$ cat src/rtl/mem_arb_pkg.sv
`default_nettype none
// ============================================================================
//  Module      : mem_arb_pkg
//  Description : Shared types and round-robin helper for the memory arbiter.
//  Revision    : 1.0 - initial release
// ============================================================================
package mem_arb_pkg;

   // Largest requester count the helper function supports
   localparam int unsigned MAX_REQ   = 8;
   localparam int unsigned MAX_IDX_W = 3;

   typedef enum logic [0:0] {
      ARB    = 1'b0,
      LOCKED = 1'b1
   } arb_state_t;

   typedef struct packed {
      logic                 found;
      logic [MAX_IDX_W-1:0] idx;
   } rr_pick_t;

   // First set bit of valid[num-1:0], searching upward from ptr with wrap.
   function automatic rr_pick_t rr_pick(input logic [MAX_REQ-1:0]   valid,
                                        input logic [MAX_IDX_W-1:0] ptr,
                                        input int unsigned          num);
      rr_pick_t    res;
      int unsigned pos;
      res = '0;
      for (int unsigned k = 0; k < MAX_REQ; k++) begin
         pos = (32'(ptr) + k) % num;
         if (k < num && !res.found && valid[MAX_IDX_W'(pos)]) begin
            res.found = 1'b1;
            res.idx   = MAX_IDX_W'(pos);
         end
      end
      return res;
   endfunction

endpackage
`default_nettype wire

$ cat src/rtl/rr_priority_picker.sv
`default_nettype none
// ============================================================================
//  Module      : rr_priority_picker
//  Description : Combinational round-robin picker: rotate the request vector
//                so ptr sits at bit 0, priority-encode, then un-rotate.
//  Revision    : 1.0 - initial release
// ============================================================================
module rr_priority_picker
   import mem_arb_pkg::*;
#(
   parameter int unsigned NUM_REQ = 4,
   parameter int unsigned IDX_W   = 2
) (
   input  logic [NUM_REQ-1:0] valid_i,
   input  logic [IDX_W-1:0]   ptr_i,
   output logic               found_o,
   output logic [IDX_W-1:0]   idx_o
);

   logic [2*NUM_REQ-1:0] w_dbl;
   logic [NUM_REQ-1:0]   w_rot;
   rr_pick_t             w_pick;
   logic [MAX_IDX_W:0]   w_sum;
   logic [MAX_IDX_W:0]   w_unrot;

   // Doubling the vector turns the rotate into a plain right shift
   assign w_dbl = {valid_i, valid_i};
   assign w_rot = NUM_REQ'(w_dbl >> ptr_i);

   // Priority-encode the rotated vector from bit 0
   assign w_pick  = rr_pick(MAX_REQ'(w_rot), MAX_IDX_W'(0), NUM_REQ);
   assign found_o = w_pick.found;

   // Un-rotate: add the pointer back, modulo NUM_REQ
   assign w_sum   = {1'b0, w_pick.idx} + (MAX_IDX_W+1)'(ptr_i);
   assign w_unrot = (w_sum >= (MAX_IDX_W+1)'(NUM_REQ)) ?
                    (w_sum - (MAX_IDX_W+1)'(NUM_REQ)) : w_sum;
   assign idx_o   = IDX_W'(w_unrot);

endmodule
`default_nettype wire

$ cat src/rtl/mem_arbiter.sv
`default_nettype none
// ============================================================================
//  Module      : mem_arbiter
//  Description : Round-robin arbiter in front of the single-port data memory,
//                with bounded locked bursts, range checking and a registered
//                one-cycle response per transfer.
//  Revision    : 1.0 - initial release
// ============================================================================
module mem_arbiter
   import mem_arb_pkg::*;
#(
   parameter int unsigned NUM_REQ       = 4,
   parameter int unsigned DATA_WIDTH    = 32,
   parameter int unsigned ADDRESS_WIDTH = 32,
   parameter int unsigned ADDR_LIMIT    = 32768,
   parameter int unsigned MAX_HOLD      = 8
) (
   input  logic                                   clk,
   input  logic                                   reset,
   input  logic [NUM_REQ-1:0]                     req_valid_i,
   output logic [NUM_REQ-1:0]                     req_ready_o,
   input  logic [NUM_REQ-1:0]                     req_we_i,
   input  logic [NUM_REQ-1:0]                     req_be_i,
   input  logic [NUM_REQ-1:0]                     req_lock_i,
   input  logic [NUM_REQ-1:0][ADDRESS_WIDTH-1:0]  req_addr_i,
   input  logic [NUM_REQ-1:0][DATA_WIDTH-1:0]     req_wdata_i,
   output logic [NUM_REQ-1:0]                     rsp_valid_o,
   output logic [DATA_WIDTH-1:0]                  rsp_data_o,
   output logic                                   rsp_err_o,
   output logic [ADDRESS_WIDTH-1:0]               mem_address_o,
   output logic [DATA_WIDTH-1:0]                  mem_write_data_o,
   output logic                                   mem_we_o,
   output logic                                   mem_re_o,
   output logic                                   mem_be_o,
   input  logic [DATA_WIDTH-1:0]                  mem_read_data_i
);

   localparam int unsigned                IDX_W      = $clog2(NUM_REQ);
   localparam int unsigned                HOLD_W     = $clog2(MAX_HOLD + 1);
   localparam logic [IDX_W-1:0]           LAST_IDX   = IDX_W'(NUM_REQ - 1);
   localparam logic [HOLD_W-1:0]          HOLD_LIMIT = HOLD_W'(MAX_HOLD);
   localparam logic [ADDRESS_WIDTH-1:0]   ADDR_END   = ADDRESS_WIDTH'(ADDR_LIMIT);

   function automatic logic [IDX_W-1:0] next_idx(input logic [IDX_W-1:0] idx);
      return (idx == LAST_IDX) ? '0 : idx + IDX_W'(1);
   endfunction

   arb_state_t              state_q, state_d;
   logic [IDX_W-1:0]        rr_ptr_q, rr_ptr_d;
   logic [IDX_W-1:0]        owner_q, owner_d;
   logic [HOLD_W-1:0]       hold_cnt_q, hold_cnt_d;
   logic                    idle_q, idle_d;
   logic [NUM_REQ-1:0]      rsp_valid_q, rsp_valid_d;
   logic [DATA_WIDTH-1:0]   rsp_data_q, rsp_data_d;
   logic                    rsp_err_q, rsp_err_d;

   logic                    w_pick_found;
   logic [IDX_W-1:0]        w_pick_idx;
   logic [IDX_W-1:0]        w_winner;
   logic                    w_grant;
   logic                    w_xfer;
   logic                    w_in_range;
   logic                    w_strobe;
   logic [NUM_REQ-1:0]      w_onehot;
   logic [HOLD_W-1:0]       w_hold_next;

   rr_priority_picker #(
      .NUM_REQ (NUM_REQ),
      .IDX_W   (IDX_W)
   ) u_picker (
      .valid_i (req_valid_i),
      .ptr_i   (rr_ptr_q),
      .found_o (w_pick_found),
      .idx_o   (w_pick_idx)
   );

   // While locked only the owner may win; no grant at all during reset
   assign w_winner    = (state_q == LOCKED) ? owner_q : w_pick_idx;
   assign w_grant     = (state_q == LOCKED) ? req_valid_i[owner_q] : w_pick_found;
   assign w_xfer      = w_grant & ~reset;
   assign w_onehot    = NUM_REQ'(1) << w_winner;
   assign req_ready_o = w_xfer ? w_onehot : '0;

   // Out-of-range beats are accepted but never reach the memory
   assign w_in_range       = req_addr_i[w_winner] < ADDR_END;
   assign w_strobe         = w_xfer & w_in_range;
   assign mem_re_o         = w_strobe & ~req_we_i[w_winner];
   assign mem_we_o         = w_strobe &  req_we_i[w_winner];
   assign mem_be_o         = w_strobe &  req_be_i[w_winner];
   assign mem_address_o    = w_strobe ? req_addr_i[w_winner]  : '0;
   assign mem_write_data_o = w_strobe ? req_wdata_i[w_winner] : '0;

   assign w_hold_next = hold_cnt_q + HOLD_W'(1);

   // Next-state for the lock FSM, round-robin pointer and hold/idle tracking
   always_comb begin
      state_d    = state_q;
      rr_ptr_d   = rr_ptr_q;
      owner_d    = owner_q;
      hold_cnt_d = hold_cnt_q;
      idle_d     = idle_q;
      case (state_q)
         ARB: begin
            if (w_xfer) begin
               rr_ptr_d = next_idx(w_winner);
               if (req_lock_i[w_winner]) begin
                  state_d    = LOCKED;
                  owner_d    = w_winner;
                  hold_cnt_d = HOLD_W'(1);
                  idle_d     = 1'b0;
               end
            end
         end
         LOCKED: begin
            if (w_xfer) begin
               hold_cnt_d = w_hold_next;
               idle_d     = 1'b0;
               // The beat that hits the hold limit is still performed
               if (!req_lock_i[owner_q] || w_hold_next == HOLD_LIMIT) begin
                  state_d    = ARB;
                  rr_ptr_d   = next_idx(owner_q);
                  hold_cnt_d = '0;
               end
            end else if (idle_q) begin
               // Second idle cycle in a row: the owner abandoned the lock
               state_d    = ARB;
               rr_ptr_d   = next_idx(owner_q);
               hold_cnt_d = '0;
               idle_d     = 1'b0;
            end else begin
               idle_d = 1'b1;
            end
         end
         default: state_d = ARB;
      endcase
   end

   // Response for the beat transferred this cycle, presented next cycle
   always_comb begin
      rsp_valid_d = '0;
      rsp_err_d   = 1'b0;
      rsp_data_d  = rsp_data_q;
      if (w_xfer) begin
         rsp_valid_d = w_onehot;
         rsp_err_d   = ~w_in_range;
         rsp_data_d  = (w_in_range && !req_we_i[w_winner]) ? mem_read_data_i : '0;
      end
   end

   // State and response registers
   always_ff @(posedge clk or posedge reset) begin
      if (reset) begin
         state_q     <= ARB;
         rr_ptr_q    <= '0;
         owner_q     <= '0;
         hold_cnt_q  <= '0;
         idle_q      <= 1'b0;
         rsp_valid_q <= '0;
         rsp_data_q  <= '0;
         rsp_err_q   <= 1'b0;
      end else begin
         state_q     <= state_d;
         rr_ptr_q    <= rr_ptr_d;
         owner_q     <= owner_d;
         hold_cnt_q  <= hold_cnt_d;
         idle_q      <= idle_d;
         rsp_valid_q <= rsp_valid_d;
         rsp_data_q  <= rsp_data_d;
         rsp_err_q   <= rsp_err_d;
      end
   end

   assign rsp_valid_o = rsp_valid_q;
   assign rsp_data_o  = rsp_data_q;
   assign rsp_err_o   = rsp_err_q;

endmodule
`default_nettype wire

$ cat config.mk
export PLATFORM = sky130hd
export DESIGN_NAME = mem_arbiter
export DESIGN_NICKNAME = d
export VERILOG_FILES = /design/src/rtl/mem_arb_pkg.sv /design/src/rtl/rr_priority_picker.sv /design/src/rtl/mem_arbiter.sv
export SDC_FILE = /design/constraint.sdc
export NUM_CORES = 1
export LEC_CHECK = 0
export CAP_MARGIN = 10
export CORE_AREA = 2 2 161 163
export DETAILED_ROUTE_END_ITERATION = 7
export DIE_AREA = 0 0 163 165
export GPL_ROUTABILITY_DRIVEN = 0
export PLACE_DENSITY = 0.51
export SYNTH_ARGS = -nofsm -noshare
export SYNTH_HDL_FRONTEND = slang
export SYNTH_SLANG_ARGS = --single-unit
$ cat constraint.sdc
create_clock -name clk -period 6.3 [get_ports clk]
set_input_delay 1.26 -clock clk [delete_from_list [all_inputs] [get_ports clk]]
set_output_delay 1.26 -clock clk [all_outputs]
set_load 0.05 [all_outputs]
==> results.toml, run 1 <==
[setup_path]
cp-startpoint = "req_valid_i[1]"
r2r_start = "rr_ptr_q[1]"
cp.required_ns = 5.04
critPathKind = "in2out"
critical_path.endpoint = "mem_we_o"
worstReg2RegEnd = "rsp_data_o[15]"
start_kind = "input port"
reg2reg_slack_ns = 2.73
critPathMaxFanout = 41
r2r_cells = 17
arrival_ns = 4.69
cp-end-kind = "primary output"

[clock_network]
worstSkewPairLatency_ns = 0.29
ctsResizeCount = 0
ctsHoldBuffers = 0
numClockSinks = 47
cts_root_buffer = "clkbuf_16"
clk_pin_slew_worst_paths_ns = 0.06
htreeDepth = 2
cts_max_path_buffers = 2
cts_tree = "yes"
numCtsBuffers = 5
post-cts-setup-buffers = 0

[layout]
final_common_cell = "clkdlybuf4s50_1"
finalInstanceArea_um2 = 9170
final_nets = 1066
final_cells = 1085
layout_common_cells = "clkdlybuf4s50_1, buf_12, and2_1, mux4_2, dfrtp_1"
drive_above_1_share_pct = 18.83
area_growth_pct = 121.6
nFillCells = 2508

[drt]
via_count = 4650
drt_iter0_drc = 171
drt_pass1_iterations = 4
avgViaCountPerCell = 4.286
wirelength_um = 22300
wire_per_inst_um = 20.56
ant_nets = 0
drc_errors = 0

[grt]
grt_max_degree = 50
grt-ovfl-total = 0
grt_pass1_wl_um = 30920
track_usage_pct = 15.65
grt_pass1_vias = 4999
antenna_found_initial = 4

[floorplan]
core_um2 = 25040
die_h_um = 165
io_pins = 414
row_count = 58
die_w_um = 163
initial_core_util_pct = 16.53
die_area_um2 = 26900

[sta]
worst_pin_slew_ns = 0.6555
rsz0062_at_grt = "no"
setup_viol = 0
slew_viol_final = 0
tns_ns = 0
min_period_ns = 5.951
post-route-period-util_pct = 94.45
hold_violations = 0
fmaxAchievable_ghz = 0.1681
fin_skew_ns = 0.008503
slew_headroom_pct = 56.30

[pwr]
switching_share_pct = 48.87
power_frac_seq_pct = 11.3
irDropWorstVdd_mv = 0.3220
p_int_w = 0.002398
power_density_nw_per_um2 = 511.4
leakagePower_nw = 3.530
p_sw_w = 0.002292
pwr-share-comb_pct = 82.8
p_clk_share_pct = 5.9

[placement]
dp_hpwl_um = 19220
port-buffer-count = 396
postPlaceCellArea_um2 = 8999
dp_cells = 1076

[synth]
yosys.area.top_type = "dfrtp_1"
synth-edff-count = 0
yosys.area.top_type_share_pct = 28.42
yosys_warnings = 0
ys_seq_elements = 47
postSynth.asyncResetShare_pct = 100.0
synth_area_um2 = 4139
synth_area_leaders = "dfrtp_1, mux4_2, and2_1"
ys_seq_area_share_pct = 28.42
syn_inst = 367
ys_types = 46
synth_ff_type = "dfrtp_1"
syn_area_per_cell_um2 = 11.28

[hold_path]
hp-class = "reg2reg"

[run_status]
outcome = "finished, final reports clean"

[flow_run]
drv_cap = 0
==> state kept, by name, summed over array words and instances, names as in the netlist <==
name         flops
state_q          1
rsp_valid_o      4
hold_cnt_q       4
rsp_data_o      32
rsp_err_o        1
idle_q           1
owner_q          2
rr_ptr_q         2
==> power groups by stage <==
stage | clock [W] | combinational, W | sequential (W)
final | 0.000279 | 0.00388 | 0.000528
after global routing | 0.000299 | 0.00411 | 0.000547
after CTS | 0.000288 | 0.00395 | 0.000530
after detailed placement | 0 | 0.00394 | 0.000536
after global placement | 0 | 0.00398 | 0.000532
after floorplan | 0 | 0.00204 | 0.000861
==> stage by stage <==
step                hold WS [ns]  util [%]  worst slack [ns]  power (W)
finish                    0.4905     36.63            0.3495   0.004690
global placement          0.4729     35.94            0.2061   0.004512
detailed placement        0.4808     35.94            0.1998   0.004474
CTS                       0.4948     36.57            0.2048   0.004769
floorplan                 0.4825         -            0.6502   0.002906
global route              0.4996     36.62           0.02502   0.004955
==> cell usage after synthesis (2+ instances only) <==
library cell and n:
buf_6 3, nor3_1 6, buf_4 19, inv_2 2, nand4_1 4, nor2_1 10
a22o_1 2, o22ai_1 3, nand3_1 2, o211ai_1 2, and3_1 3, buf_2 8
nor2b_1 4, mux4_2 51, clkbuf_1 14, ha_1 7, nand2_1 13, nand2b_1 4
and2_1 55, a32o_1 32, buf_1 3, or4_1 5, mux2i_1 2, nor4_1 14
o21ai_0 7, xnor2_1 2, dfrtp_1 47, a21oi_1 10, mux2_2 4, inv_1 13
==> worst max-delay path, cell delays in order <==
cell and delay (ns):
clkdlybuf4s50_1 0.61, nand2_1 0.11, a21oi_1 0.15, nor2_1 0.05
a21oi_1 0.14, a21oi_1 0.09, ha_1 0.30, mux2_2 0.19
clkinv_2 0.16, buf_4 0.25, nor4_1 0.18, a21oi_1 0.18
a221oi_4 0.38, buf_12 0.24, nor2b_2 0.22, buf_12 0.15
==> layout make-up <==
type,instances,area [um^2],area share (%)
timing repair buffer,410,4653,50.74
multi-input combinational,274,2711,29.57
sequential,47,1176,12.83
tap,330,412.9,4.503
clock buffer,8,156.4,1.706
inverter,15,57.56,0.6276
antenna,1,2.502,0.02729
==> kinds of logic after synthesis <==
family | Yosys count | synth area share [%]
AO/OA/AOI/OAI | 68 | 14.21
XOR/XNOR | 2 | 0.4233
adder cells (fa/ha/maj) | 7 | 2.116
buffers and inverters | 62 | 8.132
flip-flops | 47 | 28.42
multiplexers | 57 | 29.32
other | 1 | 0.09060
AND/OR/NAND/NOR | 123 | 17.29
==> how the worst min path moves through the flow <==
stage / start / to / slack (ns) / cells past startpoint
floorplan: idle_q / idle_q / 0.48 / 2
global placement: rsp_data_o[10] / rsp_data_o[10] / 0.47 / 1
detailed placement: rsp_data_o[8] / rsp_data_o[8] / 0.48 / 1
CTS: rsp_data_o[24] / rsp_data_o[24] / 0.49 / 1
global route: rsp_data_o[30] / rsp_data_o[30] / 0.50 / 1
finish: rsp_data_o[19] / rsp_data_o[19] / 0.49 / 1
==> layer usage <==
metal,track usage [%],wire [um],vias to the layer above
met2,28.52,11690,202
li1,-,-,2180
met1,18.23,8567,2252
met4,2.172,178,2
met3,5.198,1852,14
met5,0,12,-
(Power assumes the default switching activity.)
==> inputs of run 2 (changes only) <==
--- a/config.mk
+++ b/config.mk
@@ -6,11 +6,12 @@
 export NUM_CORES = 1
 export LEC_CHECK = 0
 export CAP_MARGIN = 10
-export CORE_AREA = 2 2 161 163
+export CORE_AREA = 2 2 163 165
+export CTS_BUF_LIST = sky130_fd_sc_hd__clkbuf_8
 export DETAILED_ROUTE_END_ITERATION = 7
-export DIE_AREA = 0 0 163 165
+export DIE_AREA = 0 0 165 167
 export GPL_ROUTABILITY_DRIVEN = 0
-export PLACE_DENSITY = 0.51
+export PLACE_DENSITY = 0.5
 export SYNTH_ARGS = -nofsm -noshare
 export SYNTH_HDL_FRONTEND = slang
 export SYNTH_SLANG_ARGS = --single-unit
==> constraint.sdc (replaced) <==
create_clock -name clk -period 7.3 [get_ports clk]
set_input_delay 1.46 -clock clk [delete_from_list [all_inputs] [get_ports clk]]
set_output_delay 1.46 -clock clk [all_outputs]
set_load 0.05 [all_outputs]
==> results.toml, run 2 (synthesis results as in run 1) <==
[run_status]
outcome = "finished, final reports clean"

[sta]
post-route-period-util_pct = 94.46
timing.hold.ws_ns = 0.4962
tns_ns = 0
setup_viol = 0
rsz0062_at_grt = "no"
slew_viol_final = 0
slew_headroom_pct = 55.55
hold_violations = 0
fmaxAchievable_ghz = 0.1450
min_period_ns = 6.896
worst_pin_slew_ns = 0.6668
fin_skew_ns = 0.005911

[setup_path]
cp.required_ns = 5.84
critPathMaxFanout = 78
critPathKind = "in2out"
arrival_ns = 5.44
start_kind = "input port"
cp-end-kind = "primary output"

[clock_network]
numClockSinks = 47
htreeDepth = 2
ctsHoldBuffers = 0
clk_pin_slew_worst_paths_ns = 0.09
cts_tree = "yes"
cts_max_path_buffers = 2
cts_root_buffer = "clkbuf_8"
post-cts-setup-buffers = 0
numCtsBuffers = 5
worstSkewPairLatency_ns = 0.31
ctsResizeCount = 0

[pwr]
power_density_nw_per_um2 = 432.9
leakagePower_nw = 3.456
irDropWorstVdd_mv = 0.2148

[floorplan]
die_area_um2 = 27560
row_count = 59
die_h_um = 167
die_w_um = 165
core_um2 = 25760
initial_core_util_pct = 16.07
io_pins = 414

[placement]
port-buffer-count = 396
postPlaceCellArea_um2 = 8887
dp_hpwl_um = 18460

[layout]
postLayoutCoreUtil_pct = 35.01
final_common_cell = "clkdlybuf4s50_1"
finalInstanceArea_um2 = 9020
diodes = 0
final_nets = 1060
area_growth_pct = 117.9
drive_above_1_share_pct = 17.91
largest_reg_flops = 32
layout_common_cells = "clkdlybuf4s50_1, and2_1, mux4_2, buf_12, dfrtp_1"

[drt]
ant_nets = 0
drt_iter0_drc = 251
drc_errors = 0
wire_per_inst_um = 20.05
via_count = 4695
avgViaCountPerCell = 4.335
drt_pass1_iterations = 4
wirelength_um = 21720

[flow_run]
drv_cap = 0

[grt]
grt_pass1_vias = 4766
grt-ovfl-total = 0
track_usage_pct = 14.99
grt_pass1_wl_um = 30370
antenna_found_initial = 2
grt_max_degree = 79

[hold_path]
hp-class = "reg2reg"
-- run 2: cell types whose count changed in the layout (fill, tap and decap cells not counted), moves of 2 or more --
cell	before	now
clkdlybuf4s50_1	341	343
buf_12	57	51
bufinv_16	0	2
clkbuf_8	2	5
clkbuf_16	5	0
-- run 2: worst max-delay path: stages --
cell	delay (ns)
clkdlybuf4s50_1	0.62
inv_1	0.09
o21ai_0	0.17
a21oi_1	0.09
nor3_1	0.20
a21oi_1	0.06
ha_1	0.40
mux2_2	0.23
clkinv_2	0.20
nor4_1	0.28
a21oi_1	0.24
a221oi_4	0.56
buf_12	0.32
nor2b_1	0.28
buf_12	0.17
-- run 2: cell type report --
cell class	count	area, um^2
inverter	15	57.56
timing repair buffer	404	4529
tap	335	419.2
sequential	47	1176
clock buffer	5	68.82
fill	2596	16740
clock inverter	3	63.81
multi-input combinational	274	2705
-- run 2: power breakdown --
part	switching, W	leakage, nW	internal, W	total (W)
sequential	0.0000883	0.631	0.000369	0.000458
combinational	0.00176	2.76	0.00146	0.00322
clock	0.0000932	0.0695	0.000136	0.000229
total	0.00194	3.46	0.00197	0.00390
-- run 2: per-layer routing --
metal	global-route usage (%)	share of wire (%)	vias up
met5	0	0.055	-
met4	2.495	1.1	2
met3	4.060	7.3	17
met2	27.88	54	192
met1	17.14	38	2307
li1	-	-	2177
-- run 2: worst paths after layout --
kind                             endpoint            from  cells after the start  slack [ns]
max                              mem_we_o  req_valid_i[0]                     15        0.40
min                        rsp_data_o[23]  rsp_data_o[23]                      1        0.50
max reg2reg                rsp_data_o[31]     rr_ptr_q[1]                     13        3.35
min reg2reg                rsp_data_o[23]  rsp_data_o[23]                      1        0.50
max in group asynchronous  rsp_data_o[14]           reset                      3        5.15
min in group asynchronous     rr_ptr_q[0]           reset                      3        1.72
-- run 2: metrics by stage --
step / setup WS, ns / cells / power (W)
2_1_floorplan: 1.250 / 383 / 0.002508
3_3_place_gp: 0.3981 / 1075 / 0.003782
3_5_place_dp: 0.3713 / 1075 / 0.003761
4_1_cts: 0.3550 / 1083 / 0.004004
5_1_grt: 0.1223 / 1083 / 0.004154
6_report: 0.4043 / 1083 / 0.003904
==> inputs of run 3 (changes only) <==
--- a/config.mk
+++ b/config.mk
@@ -10,7 +10,6 @@
 export CTS_BUF_LIST = sky130_fd_sc_hd__clkbuf_8
 export DETAILED_ROUTE_END_ITERATION = 7
 export DIE_AREA = 0 0 165 167
-export GPL_ROUTABILITY_DRIVEN = 0
 export PLACE_DENSITY = 0.5
 export SYNTH_ARGS = -nofsm -noshare
 export SYNTH_HDL_FRONTEND = slang
==> results of run 3 <==
Final layout, timing and power as in run 2 (identical DEF).
